### config.mk
export PLATFORM = sky130hd
export DESIGN_NAME = gray_step_arbiter
export DESIGN_NICKNAME = d
export VERILOG_FILES = /design/src/rtl/gray_step_arbiter_pkg.sv /design/src/rtl/gray_step_arbiter_cnt.sv /design/src/rtl/gray_step_arbiter.sv
export SDC_FILE = /design/constraint.sdc
export NUM_CORES = 1
export LEC_CHECK = 0
export BUFFER_PORTS_ARGS = -buffer_cell sky130_fd_sc_hd__buf_4
export CORE_ASPECT_RATIO = 0.9
export CORE_MARGIN = 1.5
export CORE_UTILIZATION = 47
export DETAILED_ROUTE_END_ITERATION = 8
export PLACE_DENSITY = 0.72
export SETUP_SLACK_MARGIN = 0.5
export SLEW_MARGIN = 20
export SYNTH_ARGS = -nofsm -noshare
export SYNTH_HDL_FRONTEND = slang
export SYNTH_SLANG_ARGS = --single-unit
### constraint.sdc
create_clock -name Clk -period 1.6 [get_ports Clk]
set_input_delay 0.08 -clock Clk [delete_from_list [all_inputs] [get_ports Clk]]
set_output_delay 0.08 -clock Clk [all_outputs]
set_load 0.005 [all_outputs]
### src/rtl/gray_step_arbiter_pkg.sv
// gray_step_arbiter_pkg
// Shared definitions for the Gray step arbiter and its counter:
//   - state_t     : arbiter FSM encoding (IDLE/CLEAR/RUN/DONE, 2 bits)
//   - GRAY_0..7   : the 3-bit Gray sequence in step order
//   - GRAY_WRAP   : value whose next step wraps to GRAY_0 (sets Overflow)
//   - gray_next() : one step along the sequence
package gray_step_arbiter_pkg;

  typedef enum logic [1:0] {
    ST_IDLE  = 2'd0,
    ST_CLEAR = 2'd1,
    ST_RUN   = 2'd2,
    ST_DONE  = 2'd3
  } state_t;

  localparam logic [2:0] GRAY_0 = 3'b000;
  localparam logic [2:0] GRAY_1 = 3'b001;
  localparam logic [2:0] GRAY_2 = 3'b011;
  localparam logic [2:0] GRAY_3 = 3'b010;
  localparam logic [2:0] GRAY_4 = 3'b110;
  localparam logic [2:0] GRAY_5 = 3'b111;
  localparam logic [2:0] GRAY_6 = 3'b101;
  localparam logic [2:0] GRAY_7 = 3'b100;

  localparam logic [2:0] GRAY_WRAP = GRAY_7;

  function automatic logic [2:0] gray_next(input logic [2:0] g);
    logic [2:0] n;
    case (g)
      GRAY_0:  n = GRAY_1;
      GRAY_1:  n = GRAY_2;
      GRAY_2:  n = GRAY_3;
      GRAY_3:  n = GRAY_4;
      GRAY_4:  n = GRAY_5;
      GRAY_5:  n = GRAY_6;
      GRAY_6:  n = GRAY_7;
      default: n = GRAY_0;
    endcase
    return n;
  endfunction

endpackage

### src/rtl/gray_step_arbiter_cnt.sv
// gray_step_cnt3
// 3-bit Gray-code step counter with sticky overflow.
// Ports:
//   Clk      in   clock, posedge
//   Reset    in   synchronous active-high reset
//   Clr      in   synchronous clear (counter and Overflow to 0)
//   En       in   advance one step along the Gray sequence
//   Output   out  [2:0] current Gray value
//   Overflow out  sticky flag, set on the GRAY_WRAP -> GRAY_0 step
// Reset and Clr both win over En.
module gray_step_cnt3
  import gray_step_arbiter_pkg::*;
(
  input  logic       Clk,
  input  logic       Reset,
  input  logic       Clr,
  input  logic       En,
  output logic [2:0] Output,
  output logic       Overflow
);

  logic [2:0] r_gray;
  logic       r_ovf;

  always_ff @(posedge Clk) begin
    if (Reset || Clr) begin
      r_gray <= GRAY_0;
      r_ovf  <= 1'b0;
    end else if (En) begin
      r_gray <= gray_next(r_gray);
      if (r_gray == GRAY_WRAP) begin
        r_ovf <= 1'b1;
      end
    end
  end

  assign Output   = r_gray;
  assign Overflow = r_ovf;

endmodule

### src/rtl/gray_step_arbiter.sv
// gray_step_arbiter
// Round-robin owner of a shared 3-bit Gray step counter. A granted
// requester gets its Steps value latched; the counter is optionally
// cleared, then stepped exactly that many times, then Done pulses.
// Ports:
//   Clk, Reset         clock / synchronous active-high reset
//   Req0, Steps0       requester 0 level request and step count
//   Req1, Steps1       requester 1 level request and step count
//   Grant0, Grant1     owner indication (CLEAR, RUN, DONE)
//   Done0, Done1       one-cycle completion pulse to the owner
//   Busy               FSM not in IDLE
//   GrayOut, Overflow  counter value and sticky wrap flag
module gray_step_arbiter
  import gray_step_arbiter_pkg::*;
#(
  parameter int STEP_W       = 4,
  parameter bit CLR_ON_GRANT = 1'b1
) (
  input  logic              Clk,
  input  logic              Reset,
  input  logic              Req0,
  input  logic [STEP_W-1:0] Steps0,
  input  logic              Req1,
  input  logic [STEP_W-1:0] Steps1,
  output logic              Grant0,
  output logic              Grant1,
  output logic              Done0,
  output logic              Done1,
  output logic              Busy,
  output logic [2:0]        GrayOut,
  output logic              Overflow
);

  state_t            r_state, w_state_next;
  logic              r_owner, w_owner_next;
  logic              r_prio, w_prio_next;
  logic [STEP_W-1:0] r_step_cnt, w_step_cnt_next;
  logic [1:0]        r_grant, w_grant_next;
  logic [1:0]        r_done, w_done_next;

  logic [1:0]        w_req;
  logic [STEP_W-1:0] w_steps [2];
  logic              w_clr;
  logic              w_en;

  assign w_req      = {Req1, Req0};
  assign w_steps[0] = Steps0;
  assign w_steps[1] = Steps1;

  always_comb begin
    w_state_next    = r_state;
    w_owner_next    = r_owner;
    w_prio_next     = r_prio;
    w_step_cnt_next = r_step_cnt;
    case (r_state)
      ST_IDLE: begin
        if (w_req != 2'b00) begin
          // Contention resolved by Prio; a lone request simply wins.
          w_owner_next    = (w_req == 2'b11) ? r_prio : w_req[1];
          w_step_cnt_next = w_steps[w_owner_next];
          if (w_step_cnt_next == '0) begin
            w_state_next = ST_DONE;
          end else begin
            w_state_next = CLR_ON_GRANT ? ST_CLEAR : ST_RUN;
          end
        end
      end
      ST_CLEAR: begin
        w_state_next = ST_RUN;
      end
      ST_RUN: begin
        w_step_cnt_next = r_step_cnt - STEP_W'(1);
        if (r_step_cnt == STEP_W'(1)) begin
          w_state_next = ST_DONE;
        end
      end
      default: begin
        // DONE: hand priority to the other requester for fairness.
        w_prio_next  = ~r_owner;
        w_state_next = ST_IDLE;
      end
    endcase
  end

  // Grant/Done are registered from the next-state view so they line up
  // exactly with the state they describe.
  generate
    for (genvar gi = 0; gi < 2; gi++) begin : g_req
      assign w_grant_next[gi] = (w_state_next != ST_IDLE) && (w_owner_next == 1'(gi));
      assign w_done_next[gi]  = (w_state_next == ST_DONE) && (w_owner_next == 1'(gi));
    end
  endgenerate

  always_ff @(posedge Clk) begin
    if (Reset) begin
      r_state    <= ST_IDLE;
      r_owner    <= 1'b0;
      r_prio     <= 1'b0;
      r_step_cnt <= '0;
      r_grant    <= 2'b00;
      r_done     <= 2'b00;
    end else begin
      r_state    <= w_state_next;
      r_owner    <= w_owner_next;
      r_prio     <= w_prio_next;
      r_step_cnt <= w_step_cnt_next;
      r_grant    <= w_grant_next;
      r_done     <= w_done_next;
    end
  end

  assign w_clr = (r_state == ST_CLEAR);
  assign w_en  = (r_state == ST_RUN);

  gray_step_cnt3 u_cnt (
    .Clk      (Clk),
    .Reset    (Reset),
    .Clr      (w_clr),
    .En       (w_en),
    .Output   (GrayOut),
    .Overflow (Overflow)
  );

  assign Grant0 = r_grant[0];
  assign Grant1 = r_grant[1];
  assign Done0  = r_done[0];
  assign Done1  = r_done[1];
  assign Busy   = (r_state != ST_IDLE);

endmodule

==> flow_summary.yaml <==
setup_path:
  max_stage_delay_ps: 410
  cp.arrival_ps: 1740
  crit_buf_inv: 1
  cp.required_ps: 1830
  reg2reg_slack_ps: 100
  start_kind: "flop"
  r2r_start: "r_state[0]"
  crit_chain: "inv_4 > ha_4 > and4bb_2 > a221oi_2 > or3_4 > a21oi_1"
  cp_max_fo: 3
  r2r_end: "r_grant[0]"
  end_kind: "flop"
  crit_type: "reg2reg"
  rr_worst_depth: 6
  slowest_stage: "or3_4"
  path_delay_family: "simple AND/OR/NAND/NOR gates"
global_route:
  grt-ovfl-total: 0
  grt_pass1_wl_microns: 4190
  grt_usage_pct: 25.6
  antenna_found_initial: 0
  grt_max_degree: 14
  grt_pass1_vias: 898
sta:
  relSlewSlack_pct: 78.4
  rsz0062_at_grt: "true"
  tightest_slew_ps: 321
  setup_viol: 0
  final-max-slew-violation-count: 0
  finClkSkew_ps: 14.3
  finalCriticalPeriod_ps: 1500
  fmax_ghz: 0.666
  setup-tns-final_ps: 0
  period_share_pct: 93.8
  finalHoldViolCount: 0
drt:
  routed_via_density: 5.63
  met3WireLength_microns: 100
  routedWlPerCell_microns: 16.5
  routed-wl-met2_microns: 1400
  route.detailed.drc: 0
  drt_iter0_markers: 23
  top_layer: "met4"
  m1WireLength_microns: 1170
  drt-total-wl_microns: 2710
  dr.pass1.iters: 4
  antenna_left: 0
  num_vias: 923
power:
  p_total_uw: 2650
  seqPwrFrac_pct: 24.4
  leakagePower_uw: 0.000600
  p_int_uw: 1560
  clkPwrFrac_pct: 10.9
  power_switching_uw: 1090
  vdd_ir_drop_max_uv: 1080
  power_density_nw_per_um2: 1830
  sw_frac_of_total_pct: 41.3
  pwr-share-comb_pct: 64.6
yosys:
  ys_warn_count: 0
  avgSynthCellArea_sq_um: 8.87
  netlist_instances: 104
  post-synth-top-area-fraction_pct: 34.7
  yosysTopAreaCell: "dfxtp_1"
  synth_fp_nets: 123
  ys_ff_latch: 16
  synth_area_leaders: "dfxtp_1 35%, ha_1 9.5%, a21oi_1 3.8%"
  syn_area_sq_um: 922
  yosysUniqueCellTypes: 37
  ys_seq_area_share_pct: 34.7
outcome:
  status: "finished, final reports clean"
die:
  ios: 21
  rows: 15
  start_util_pct: 49.1
  die_area_sq_um: 2240
  die_w_microns: 49.7
  design.core.area_sq_um: 1880
  fp.dieH_microns: 45.0
worst_hold_path:
  min_from: "Steps0[1]"
  whs_path_depth: 3
  hold_path_class: "in2reg"
  holdPathEnd: "r_step_cnt[1]"
placed_design:
  place.gp.congestion: 0.768
  dp_hpwl_microns: 1690
  port_buffers: 20
  dp.cells: 148
  placed_area_sq_um: 1210
clock_tree:
  clk_path_buf_depth: 2
  htree_levels: 1
  cts_buffers: 3
  clkSinkCount: 16
  cts_tree: "done"
  insertion_delay_ps: 310
  clkTransAtPathRegs_ps: 110
  cts_hold_buf: 0
  clockRootBuffer: "clkbuf_4"
final_layout:
  nets: 159
  fin_area_sq_um: 1450
  diodes: 0
  drive_gt1_share_pct: 57.6
  post-route-util_pct: 77.4
  areaGrowthSynthToFinish_pct: 57.5
  instances_no_fill: 164
  n_fill_cell: 132
flow_run:
  max_cap_viol_count: 0
[layout make-up]
type	instances	area (sq um)	share of cell area [%]
clock buffer	4	36.3	2.50
tap	25	31.3	2.15
timing repair buffer	35	294	20.2
sequential	16	330	22.7
inverter	7	33.8	2.33
multi-input combinational	77	727	50.0
[metal layers]
layer | global-route usage [%] | vias up
met5 | 0 | -
met4 | 10.0 | 0
met3 | 3.97 | 5
met2 | 47.2 | 28
met1 | 30.2 | 445
li1 | - | 445
[placed cells by master (no fill, tap or decap), drive strengths merged, types with 2 or more instances in the layout]
master | Yosys | layout
buf | 3 | 35
nor3 | 6 | 6
nor4 | 4 | 4
and3 | 5 | 5
dfxtp | 16 | 16
ha | 7 | 7
a21oi | 7 | 7
inv | 7 | 7
mux2i | 3 | 3
a2111oi | 2 | 2
o21ai | 4 | 4
nor2 | 8 | 8
nand2b | 2 | 2
nand2 | 7 | 7
a211oi | 2 | 2
a31oi | 2 | 2
clkbuf | 1 | 4
or3 | 3 | 3
a21boi | 2 | 2
[worst min-delay path: cells and delay by family]
family | cells | cell delay (ps)
buffers and inverters | 1 | 90
AOI/OAI and AO/OA | 2 | 160
[registers in the layout, indices dropped and copies added (netlist names), named ones only]
register	flops
r_done	2
r_grant	2
r_owner	1
r_prio	1
r_state	2
r_step_cnt	4
u_cnt.Output	2
u_cnt.Overflow	1
[power by group through the flow]
stage	combinational, uW	clock [uW]	sequential [uW]
6_report	1710	290	648
5_1_grt	1810	300	661
4_1_cts	1570	288	639
3_5_place_dp	1190	0	659
3_3_place_gp	1150	0	652
2_1_floorplan	900	0	634
[cells in the mapped netlist]
master / n
nand3_1: 1
a21o_1: 1
mux2i_1: 3
nor2_2: 1
a221oi_2: 1
a31oi_1: 2
inv_1: 7
a32oi_1: 1
buf_4: 1
clkbuf_1: 1
o21a_1: 1
or4_1: 1
and3_1: 5
and2_2: 1
a2111oi_4: 1
buf_2: 2
o32ai_1: 1
a2111oi_2: 1
or3_4: 1
nand2_1: 7
o31ai_2: 1
nor3b_1: 1
nor3_1: 6
o21ai_0: 3
nor4_1: 4
or3_1: 2
nor2_1: 7
or2_2: 1
o21ai_1: 1
xnor2_1: 1
and4bb_2: 1
a21boi_0: 2
a21oi_1: 7
a211oi_1: 2
nand2b_1: 2
ha_1: 7
dfxtp_1: 16
[per-stage QoR]
step	hold WS [ps]	setup WS (ps)
6_report	68.7	98.8
5_1_grt	79.7	69.1
4_1_cts	57.3	126
3_5_place_dp	379	37.9
3_3_place_gp	373	126
2_1_floorplan	159	190
[how the worst max path moves through the flow]
stage	from	endpoint	slack (ps)	cells past startpoint
after floorplan	r_state[0]	r_done[0]	190	6
after global placement	r_state[1]	r_grant[1]	130	5
after detailed placement	r_state[1]	r_done[0]	40	6
after CTS	r_state[0]	r_grant[1]	130	5
after global routing	r_state[0]	r_grant[0]	70	6
final	r_state[0]	r_grant[0]	100	6
[repair_timing]
action,4_1_cts,5_1_grt
pin swaps,17,11
setup endpoints to repair,16,17
setup buffers,10,2
gates resized for setup,21,7
[kinds of logic (layout without fill, tap and decap cells)]
group                      Yosys count  in the layout  share of synthesized area [%]
AOI/OAI and AO/OA                   25             25                           21.7
xor gates and xnor gates             1              1                          0.950
adders and majority gates            7              7                           9.50
buffers and inverters               11             46                           5.16
DFF                                 16             16                           34.7
muxes                                3              3                           3.26
and+or+nand+nor                     41             41                           24.7
Note: power is estimated with default switching activity, not from simulation.
